[config.mk]
export PLATFORM = sky130hd
export DESIGN_NAME = led_scan_flat
export DESIGN_NICKNAME = d
export VERILOG_FILES = /design/src/rtl/led_scan_pkg.sv /design/src/rtl/led_scan_if.sv /design/src/rtl/led_scan_timer.sv /design/src/rtl/led_scan.sv /design/src/flat_wrapper.sv
export SDC_FILE = /design/constraint.sdc
export NUM_CORES = 1
export LEC_CHECK = 0
export CAP_MARGIN = 20
export CORE_UTILIZATION = 54
export CTS_BUF_LIST = sky130_fd_sc_hd__clkbuf_4 sky130_fd_sc_hd__clkbuf_8
export CTS_CLUSTER_DIAMETER = 60
export DETAILED_ROUTE_END_ITERATION = 7
export PLACE_DENSITY_LB_ADDON = 0.08
export RECOVER_POWER = 100
export SLEW_MARGIN = 25
export SYNTH_ARGS = -nofsm -noshare
export SYNTH_HDL_FRONTEND = slang
export SYNTH_SLANG_ARGS = --single-unit
[constraint.sdc]
create_clock -name clk -period 2.7 [get_ports clk]
set_clock_uncertainty 0.05 [all_clocks]
set_input_delay 0.54 -clock clk [delete_from_list [all_inputs] [get_ports clk]]
set_output_delay 0.54 -clock clk [all_outputs]
set_load 0.05 [all_outputs]
[src/rtl/led_scan_pkg.sv]
// Shared constants and FSM state type for the seven-segment scan driver.
package led_pkg;
  localparam int NUM_DIGITS = 4;
  localparam int SEG_W      = 8;
  localparam logic [SEG_W-1:0] SEG_BLANK = 8'h00;

  typedef enum logic {ST_BLANK, ST_SHOW} state_e;
endpackage

[src/rtl/led_scan_if.sv]
// Decoder-side word/flag in, display pins out.
interface led_scan_if;
  import led_pkg::*;

  logic [NUM_DIGITS*SEG_W-1:0] seg_in;
  logic                        update_en;
  logic [SEG_W-1:0]            seg;
  logic [NUM_DIGITS-1:0]       dig;
  logic                        frame_done;

  modport master (output seg_in, update_en, input seg, dig, frame_done);
  modport slave  (input seg_in, update_en, output seg, dig, frame_done);
endinterface

[src/rtl/led_scan_timer.sv]
// Digit-slot timebase: cycle counter within a slot and the slot index.
module led_scan_timer
  import led_pkg::*;
#(
  parameter int CLK_DIV = 50000,
  parameter int BLANK   = 1000
) (
  input  logic                          clk,
  input  logic                          rst,
  output logic [$clog2(NUM_DIGITS)-1:0] slot_o,
  output logic                          blank_end_o,
  output logic                          slot_end_o,
  output logic                          frame_end_o
);
  localparam int CNT_W  = $clog2(CLK_DIV);
  localparam int SLOT_W = $clog2(NUM_DIGITS);

  logic [CNT_W-1:0]  cnt_q,  cnt_d;
  logic [SLOT_W-1:0] slot_q, slot_d;

  always_comb begin
    slot_end_o  = (cnt_q == CNT_W'(CLK_DIV - 1));
    // Last blank cycle of the slot; never asserted when there is no blanking.
    blank_end_o = (BLANK != 0) && (cnt_q == CNT_W'(BLANK - 1));
    frame_end_o = slot_end_o && (slot_q == SLOT_W'(NUM_DIGITS - 1));
    cnt_d       = slot_end_o ? '0 : cnt_q + 1'b1;
    slot_d      = slot_end_o ? slot_q + 1'b1 : slot_q;
  end

  always_ff @(posedge clk) begin
    if (rst) begin
      cnt_q  <= '0;
      slot_q <= '0;
    end else begin
      cnt_q  <= cnt_d;
      slot_q <= slot_d;
    end
  end

  assign slot_o = slot_q;
endmodule

[src/rtl/led_scan.sv]
// 4-digit multiplexed seven-segment driver with frame-synchronous shadow
// register and per-slot blanking to suppress ghosting.
module led_scan
  import led_pkg::*;
#(
  parameter int CLK_DIV    = 50000,
  parameter int BLANK      = 1000,
  parameter bit ACTIVE_LOW = 1'b0
) (
  input  logic       clk,
  input  logic       rst,
  led_scan_if.slave  bus
);
  localparam int SLOT_W = $clog2(NUM_DIGITS);
  localparam state_e ST_RST = (BLANK == 0) ? ST_SHOW : ST_BLANK;

  logic [SLOT_W-1:0]           slot;
  logic                        blank_end, slot_end, frame_end;
  state_e                      state_q, state_d;
  logic [NUM_DIGITS*SEG_W-1:0] shadow_q, shadow_d;
  logic [SEG_W-1:0]            seg_raw;
  logic [NUM_DIGITS-1:0]       dig_raw;

  led_scan_timer #(.CLK_DIV(CLK_DIV), .BLANK(BLANK)) u_timer (
    .clk         (clk),
    .rst         (rst),
    .slot_o      (slot),
    .blank_end_o (blank_end),
    .slot_end_o  (slot_end),
    .frame_end_o (frame_end)
  );

  always_comb begin
    state_d  = state_q;
    shadow_d = shadow_q;
    case (state_q)
      ST_BLANK: if (blank_end) state_d = ST_SHOW;
      ST_SHOW:  if (slot_end && BLANK != 0) state_d = ST_BLANK;
      default:  state_d = ST_RST;
    endcase
    // Only the frame boundary may load a new image, so a frame never tears.
    if (frame_end && bus.update_en) shadow_d = bus.seg_in;
  end

  always_ff @(posedge clk) begin
    if (rst) begin
      state_q  <= ST_RST;
      shadow_q <= '0;
    end else begin
      state_q  <= state_d;
      shadow_q <= shadow_d;
    end
  end

  always_comb begin
    seg_raw = SEG_BLANK;
    dig_raw = '0;
    if (state_q == ST_SHOW) begin
      dig_raw[slot] = 1'b1;
      seg_raw       = shadow_q[slot*SEG_W +: SEG_W];
    end
  end

  assign bus.seg        = ACTIVE_LOW ? ~seg_raw : seg_raw;
  assign bus.dig        = ACTIVE_LOW ? ~dig_raw : dig_raw;
  assign bus.frame_done = frame_end;
endmodule

[src/flat_wrapper.sv]
// flat-port wrapper written by rule: the top's interface ports become plain ports
module led_scan_flat import led_pkg::*;
#(
  parameter int CLK_DIV    = 50000,
  parameter int BLANK      = 1000,
  parameter bit ACTIVE_LOW = 1'b0
)
  (clk, rst, bus_seg_in, bus_update_en, bus_seg, bus_dig, bus_frame_done);
  led_scan_if bus_i ();
  input  logic clk;
  input  logic rst;
  input wire logic [$bits(bus_i.seg_in)-1:0] bus_seg_in;
  input wire logic [$bits(bus_i.update_en)-1:0] bus_update_en;
  output wire logic [$bits(bus_i.seg)-1:0] bus_seg;
  output wire logic [$bits(bus_i.dig)-1:0] bus_dig;
  output wire logic [$bits(bus_i.frame_done)-1:0] bus_frame_done;
  assign bus_i.seg_in = bus_seg_in;
  assign bus_i.update_en = bus_update_en;
  assign bus_seg = bus_i.seg;
  assign bus_dig = bus_i.dig;
  assign bus_frame_done = bus_i.frame_done;
  led_scan #(.CLK_DIV(CLK_DIV), .BLANK(BLANK), .ACTIVE_LOW(ACTIVE_LOW)) u_core (.clk(clk), .rst(rst), .bus(bus_i));
endmodule
==> metrics.log <==
INFO  metric result_of_the_run = finished clean
INFO  metric cts.clk_slew.worst_paths = 0.09 ns
INFO  metric hold_path.startpoint = u_core.shadow_q[8]
INFO  metric post-dp-hpwl = 3.609 mm
INFO  metric yosys.cell_count.top_type = sky130_fd_sc_hd__nand2b_1
INFO  metric yosysUniqueCellTypes = 29
INFO  metric timing.final.setup_violations = 0
INFO  metric post_route_cells_drive_above_1_share = 11.61%
INFO  metric number_of_antenna_violations_at_the_first_check_in_global_routing = 0
INFO  metric rsz0062_at_grt = false
INFO  metric number_of_flops_mapped_to_enable_cells_by_yosys = 0
INFO  metric fp-row-count = 25
INFO  metric nets = 350
INFO  metric post_cts_resized = 0
INFO  metric total_number_of_yosys_warnings = 0
INFO  metric largest_net_degree_at_the_start_of_global_routing = 44
INFO  metric seqPwrFrac = 56.9%
INFO  metric drtIter0Drc = around 140
INFO  metric cp_max_fo = 4
INFO  metric timing.critical_path.required = 2.11 ns
INFO  metric hold_end = u_core.shadow_q[8]
INFO  metric final_max_slew_viol_count = 0
INFO  metric cp.arrival = 1.95 ns
INFO  metric design.die.area = 5225 µm²
INFO  metric antenna_left = 0
INFO  metric final.period_utilization = 94.03%
INFO  metric rr_startpoint = u_core.u_timer.cnt_q[13]
INFO  metric wire_per_inst = 13.38 µm
INFO  metric timing.critical_path.buf_inv = 1
INFO  metric synth.cells.most_frequent = sky130_fd_sc_hd__nand2b_1 (64), sky130_fd_sc_hd__dfxtp_1 (51), sky130_fd_sc_hd__mux2i_1 (33)
INFO  metric switching_share = 21.00%
INFO  metric hold_buffers = 0
INFO  metric final_cell_area = 3207 µm²
INFO  metric power_density = about 420 nW/µm²
INFO  metric ir_worst_vdd = 0.0002849 V
INFO  metric cts_buffers = 5
INFO  metric clk_root_buffer_cell = sky130_fd_sc_hd__clkbuf_8
INFO  metric h-tree-depth = 2
INFO  metric crit_path_end_kind = output port
INFO  metric postSynthCellCount = 265
INFO  metric fraction_of_post_synthesis_cell_area_in_the_top_cell_type_by_area = 38.27%
INFO  metric synth-seq-area-share = 38.27%
INFO  metric drc = 0
INFO  metric max-clock-path-buffers = 2
INFO  metric synthesis.area = 2668 µm²
INFO  metric synth_ff_type = sky130_fd_sc_hd__dfxtp_1
INFO  metric worst_setup_path_start_kind = register
INFO  metric postCtsSetupRepairBufs = 0
INFO  metric netlist.top_cell.by_area = sky130_fd_sc_hd__dfxtp_1
INFO  metric part_of_the_power_in_combinational_logic = 7.5%
INFO  metric worst_flop_to_flop_path_endpoint = u_core.shadow_q[10]
INFO  metric fillerInstances = 389
INFO  metric dr.pass1.iters = 4
INFO  metric globalRouteTotalUtil = 21.64%
INFO  metric grt_first_pass_wirelength = 8.700 mm
INFO  metric asyncSetResetFlopFracSynth = 0%
INFO  metric cpMaxStageDelayCell = sky130_fd_sc_hd__or4b_1
INFO  metric hold_crit_depth = 2
INFO  metric cts_tree = built
INFO  metric fp.coreArea = 4723 µm²
INFO  metric gp_routability_congestion = 0.9615
INFO  metric fin_setup_tns = 0 ns
INFO  metric internal_power = 1.057 mW
INFO  metric net-switching-power = 0.2811 mW
INFO  metric routed-via-count = ~1,900
INFO  metric die_width = between 70 and 80 µm
INFO  metric post_drt_via_cell_ratio = ~5.1
INFO  metric cap_viol_max_count = 0
INFO  metric via_count_of_the_first_global_routing_pass = 1,855
INFO  metric insertion_delay_to_the_later_sink_of_the_worst_skew_pair = between 0.2 and 0.3 ns
INFO  metric fin_crit = 2.539 ns
INFO  metric relative_slew_slack = 60.54%
INFO  metric regToRegSetupSlack = 0.27 ns
INFO  metric max_slew.worst_pin.slew = 0.5945 ns
INFO  metric flow.area_growth_from_synthesis = 20.22%
INFO  metric ioPinCount = between 40 and 50
INFO  metric synth_area_per_cell = slightly above 10 µm²
INFO  metric crit_chain = or4b_1 > nor4_4 > and2_2 > buf_12
INFO  metric hold_viol = 0
INFO  metric die_h = about 72 µm
INFO  metric postRouteWirelength = 5.046 mm
INFO  metric cell_depth_of_the_worst_setup_path = 4
INFO  metric start_util = a little under three fifths
INFO  metric setup_slack = 0.1612 ns
INFO  metric power.share.clock = 35.6%
INFO  metric post_synth_main_area_contributors = sky130_fd_sc_hd__dfxtp_1 (38%), sky130_fd_sc_hd__nand2b_1 (15%), sky130_fd_sc_hd__mux2i_1 (12%), sky130_fd_sc_hd__mux4_2 (6.8%), sky130_fd_sc_hd__xnor2_1 (3.9%)
INFO  metric critical_path.max_stage_delay = 0.61 ns
INFO  metric synth.net_count = slightly above 300
INFO  metric cts_num_sinks = between 50 and 60
INFO  metric detailedPlace.worstSlack = between 0.4 and 0.5 ns
INFO  metric buffer_ports.inserted = 47
INFO  metric power_leakage = about 1.1 nW
INFO  metric r2r_cells = 5
INFO  metric yosys_register_bits = 51
INFO  metric n_antenna_cell = 0
INFO  metric critPathKind = reg -> out
INFO  metric timing.fmax = 393.9 MHz
INFO  metric grt_remaining_overflow = 0
INFO  metric hp-class = reg -> reg
INFO  metric timing.critical_path.max_delay_family = simple AND/OR/NAND/NOR gates
INFO  metric placed_cell_area = 3144 µm²
INFO  metric post-route-util = 67.89%
-- area by class of cell --
cell class | instances | area [µm²] | share of cell area, %
timing repair buffer | 54 | 479.2 | 14.94
multi-input combinational | 193 | 1504 | 46.90
inverter | 4 | 15.01 | 0.4682
clock buffer | 7 | 96.34 | 3.004
clock inverter | 1 | 7.507 | 0.2341
sequential | 51 | 1021 | 31.84
tap | 67 | 83.83 | 2.614
-- stage by stage --
step                      power, mW  hold slack, ns  cells
after floorplan              0.8213          0.3955    265
after global placement       0.8793          0.4057    369
after detailed placement     0.8796          0.4123    369
after CTS                     1.361          0.4286    377
after global routing          1.407          0.4443    377
final                         1.338          0.4269    377
-- layout by cell type, fill, tap and decap left out --
cell / Yosys / routed
sky130_fd_sc_hd__and2_1: 13 / 13
sky130_fd_sc_hd__nand3_1: 6 / 6
sky130_fd_sc_hd__a22o_1: 1 / 1
sky130_fd_sc_hd__and3_1: 3 / 3
sky130_fd_sc_hd__ha_1: 6 / 6
sky130_fd_sc_hd__buf_4: 1 / 5
sky130_fd_sc_hd__clkbuf_1: 12 / 3
sky130_fd_sc_hd__nor4bb_1: 1 / 1
sky130_fd_sc_hd__buf_2: 0 / 2
sky130_fd_sc_hd__nand4_1: 4 / 4
sky130_fd_sc_hd__nor4_1: 5 / 5
sky130_fd_sc_hd__mux2i_1: 33 / 33
sky130_fd_sc_hd__nor3_1: 4 / 4
sky130_fd_sc_hd__xnor2_1: 12 / 12
sky130_fd_sc_hd__mux4_2: 8 / 8
sky130_fd_sc_hd__nor4_4: 1 / 1
sky130_fd_sc_hd__or4_1: 1 / 1
sky130_fd_sc_hd__dfxtp_1: 51 / 51
sky130_fd_sc_hd__nand2_1: 3 / 3
sky130_fd_sc_hd__nand4b_1: 2 / 2
sky130_fd_sc_hd__inv_1: 4 / 4
sky130_fd_sc_hd__xor2_1: 3 / 3
sky130_fd_sc_hd__or3b_2: 1 / 1
sky130_fd_sc_hd__nor2_1: 19 / 19
sky130_fd_sc_hd__clkbuf_8: 0 / 7
sky130_fd_sc_hd__clkdlybuf4s50_1: 0 / 34
sky130_fd_sc_hd__nand2b_1: 64 / 64
sky130_fd_sc_hd__or4b_1: 0 / 1
sky130_fd_sc_hd__and2_2: 1 / 1
sky130_fd_sc_hd__clkinvlp_4: 0 / 1
sky130_fd_sc_hd__buf_12: 3 / 2
sky130_fd_sc_hd__clkbuf_2: 0 / 8
sky130_fd_sc_hd__or2_1: 0 / 1
-- worst min-delay path, delay by kind of cell (launching register included) --
| kind | cells | cell delay, ns |
|---|---|---|
| and+or+nand+nor | 1 | 0.06 |
| muxes | 1 | 0.05 |
| DFF | 1 | 0.32 |
-- power groups by stage --
stage                     sequential, mW  clock [mW]  combinational [mW]
after global routing               0.763       0.534               0.111
after global placement             0.779           0               0.100
after CTS                          0.761       0.499               0.101
after floorplan                    0.776           0              0.0451
final                              0.761       0.477               0.100
after detailed placement           0.779           0               0.101
-- metal layers --
layer / track usage, % / share of wire [%] / vias up
li1: - / - / 976
met1: 30.39 / 48 / 888
met2: 32.61 / 45 / 59
met3: 5.417 / 5.4 / 4
met4: 7.190 / 0.95 / 0
met5: 0 / 0 / -
-- cells by family after synthesis --
kind of cell / synth area share (%)
xor gates and xnor gates: 4.925
muxes: 19.14
adders and majority gates: 2.814
and+or+nand+nor: 29.32
AOI/OAI and AO/OA: 0.3284
DFF: 38.27
buffers and inverters: 5.206
-- sequential cells by signal, indices dropped and copies added, names as in the netlist --
| name | flops |
|---|---|
| u_core.shadow_q | 32 |
| u_core.state_q | 1 |
| u_core.u_timer.cnt_q | 16 |
| u_core.u_timer.slot_o | 2 |
-- worst max-delay path by stage --
stage | start | endpoint | slack, ns
2_1_floorplan | u_core.u_timer.slot_o[0] | bus_seg[0] | 0.47
3_3_place_gp | u_core.u_timer.cnt_q[13] | u_core.shadow_q[16] | 0.54
3_5_place_dp | u_core.u_timer.cnt_q[13] | u_core.shadow_q[13] | 0.47
4_1_cts | u_core.u_timer.cnt_q[13] | bus_frame_done | 0.19
5_1_grt | u_core.u_timer.cnt_q[11] | bus_frame_done | 0.07
6_report | u_core.u_timer.cnt_q[13] | bus_frame_done | 0.16
Power figures use the tool's default switching activity.
==> edit, RTL diff (same settings) <==
`CLK_DIV` is set to 50000 in 3 places; all go to 100000.
--- a/src/rtl/led_scan_timer.sv
+++ b/src/rtl/led_scan_timer.sv
@@ -2,7 +2,7 @@
 module led_scan_timer
   import led_pkg::*;
 #(
-  parameter int CLK_DIV = 50000,
+  parameter int CLK_DIV = 100000,
   parameter int BLANK   = 1000
 ) (
   input  logic                          clk,
--- a/src/rtl/led_scan.sv
+++ b/src/rtl/led_scan.sv
@@ -3,7 +3,7 @@
 module led_scan
   import led_pkg::*;
 #(
-  parameter int CLK_DIV    = 50000,
+  parameter int CLK_DIV    = 100000,
   parameter int BLANK      = 1000,
   parameter bit ACTIVE_LOW = 1'b0
 ) (
--- a/src/flat_wrapper.sv
+++ b/src/flat_wrapper.sv
@@ -1,7 +1,7 @@
 // flat-port wrapper written by rule: the top's interface ports become plain ports
 module led_scan_flat import led_pkg::*;
 #(
-  parameter int CLK_DIV    = 50000,
+  parameter int CLK_DIV    = 100000,
   parameter int BLANK      = 1000,
   parameter bit ACTIVE_LOW = 1'b0
 )
Check against the original RTL: no difference found for any inputs over 10 cycles, from zero or initial values and one cycle with rst high; that may be too few to reach the edited logic, so the function may still have changed.
==> edit against the unedited design <==
- the flow now finishes with violations (design-rule violations)
- setup slack improved by 0.029 ns
- utilization increased by 0.60 points
- via count increased by 20%
- area after synthesis shrank 4.8%
- worst hold slack worse by 0.0013 ns
- fmax is 1.2% higher
- die area down 4.7%
- total power is 1.9% lower
- sequential cell count up 1
- combinational power shrank 27%
- cell count increased by 0.27%
- wire length increased by 19%
- design area fell by 5.1%
- critical path type unchanged
- largest cell class unchanged
- highest routed layer unchanged
==> edit: results (changes against the unedited design) <==
Status
  – Status: finished, violations left
  – Violations in the final reports: design-rule violations

Worst setup path
  – Critical Path End: bus_dig[2]
  – FF-to-FF Start: u_core.u_timer.cnt_q[5]
  – R2R Setup Slk: 0.34 ns (+0.07 ns)
  – Critical path launch point: u_core.state_q
  – Crit Path Max Fanout: 14 (+10)
  – CP max stage delay: 0.86 ns (+0.25 ns)
  – CP max stage cell: dlygate4sd3_1

Route
  – # DRC: 6 (+6)
  – Met3 WL: 384 um (+42%)
  – Overall via count from detail_route: 2310 (+20%)
  – WL met1: 2713 um (+11%)
  – WL per Instance: 15.83 um (+18%)
  – Initial DRC count: 151 (+11%)
  – Vias per cell: 6.111 (+20%)

Placement
  – HPWL Detailed: 4066 um (+13%)
  – Dpl ws: 0.5669 ns (+0.09369 ns)
  – DP Area: 0.002992 mm2 (-4.9%)
  – Cell Count Post-Placement: 370 (+0.27%)
  – Routability Congestion: 0.9111 (-5.2%)

Power
  – Maximum VDD drop: 0.2768 mV (-2.8%)
  – Internal power: 1.049 mW (-0.82%)
  – Switching share of total power: 0.2010 (-0.009069)
  – Leakage: 1.018 nW (-7.8%)
  – Power Clock: 0.464 mW (-3%)

GRT
  – Met3 Usage GRT: 0.05840 (+0.004238)
  – Largest net degree at the start of global routing: 38 (-14%)
  – GR Util met2: 0.3732 (+0.04718)
  – First-pass GRT wire length: 10270 um (+18%)
  – Met1 GRT Util: 0.3757 (+0.07180)
  – Total GRT Usage: 0.2589 (+0.04246)

Synth
  – Number of distinct library cells after synthesis: 30 (+3.4%)
  – Syn Nets: 330 (+7.8%)
  – Register area share after synthesis: 0.4101 (+0.02732)

Min path
  – Hold Path Sink: u_core.shadow_q[31]
  – Hold Crit Start: u_core.shadow_q[31]

Finish
  – Share of cells above drive strength 1: 0.1288 (+0.01271)

Timing
  – Worst-Margin Slew: 0.7292 ns (+0.1347 ns)
  – WHS: 0.4256 ns (-0.001344 ns)
  – Fin worst setup slack: 0.1902 ns (+0.02891 ns)
## edit: changes by cell type after synthesis, moves of 2 or more
cell      unedited run  this run
a21oi_1              0        34
o21ba_2              0         2
mux2i_1             33         0
o21ai_0              0        33
buf_12               3         0
nand3_1              6        10
nand4b_1             2         0
nand4_1              4        37
clkbuf_1            12        19
buf_2                0         5
nand2b_1            64         0
or4_1                1         3
inv_1                4         6
## edit: area by class of cell
cell class,count,area (um2)
multi-input cells,203,1335
clock buffers,8,97.59
inverters,6,22.52
well taps,52,65.06
flip-flops and latches,52,1041
repair buffers,57,483.0
fillers,405,1400
## edit: kinds of logic (layout without fill, tap and decap cells)
family | count (synthesis) | in the layout | share of synthesized area
compound gates | 70 | 70 | 0.1434
xor+xnor | 15 | 15 | 0.05175
fa+ha+maj | 5 | 5 | 0.02464
buf+inv | 35 | 71 | 0.06406
flops | 52 | 52 | 0.4101
mux | 8 | 8 | 0.07097
simple gates | 105 | 105 | 0.2351
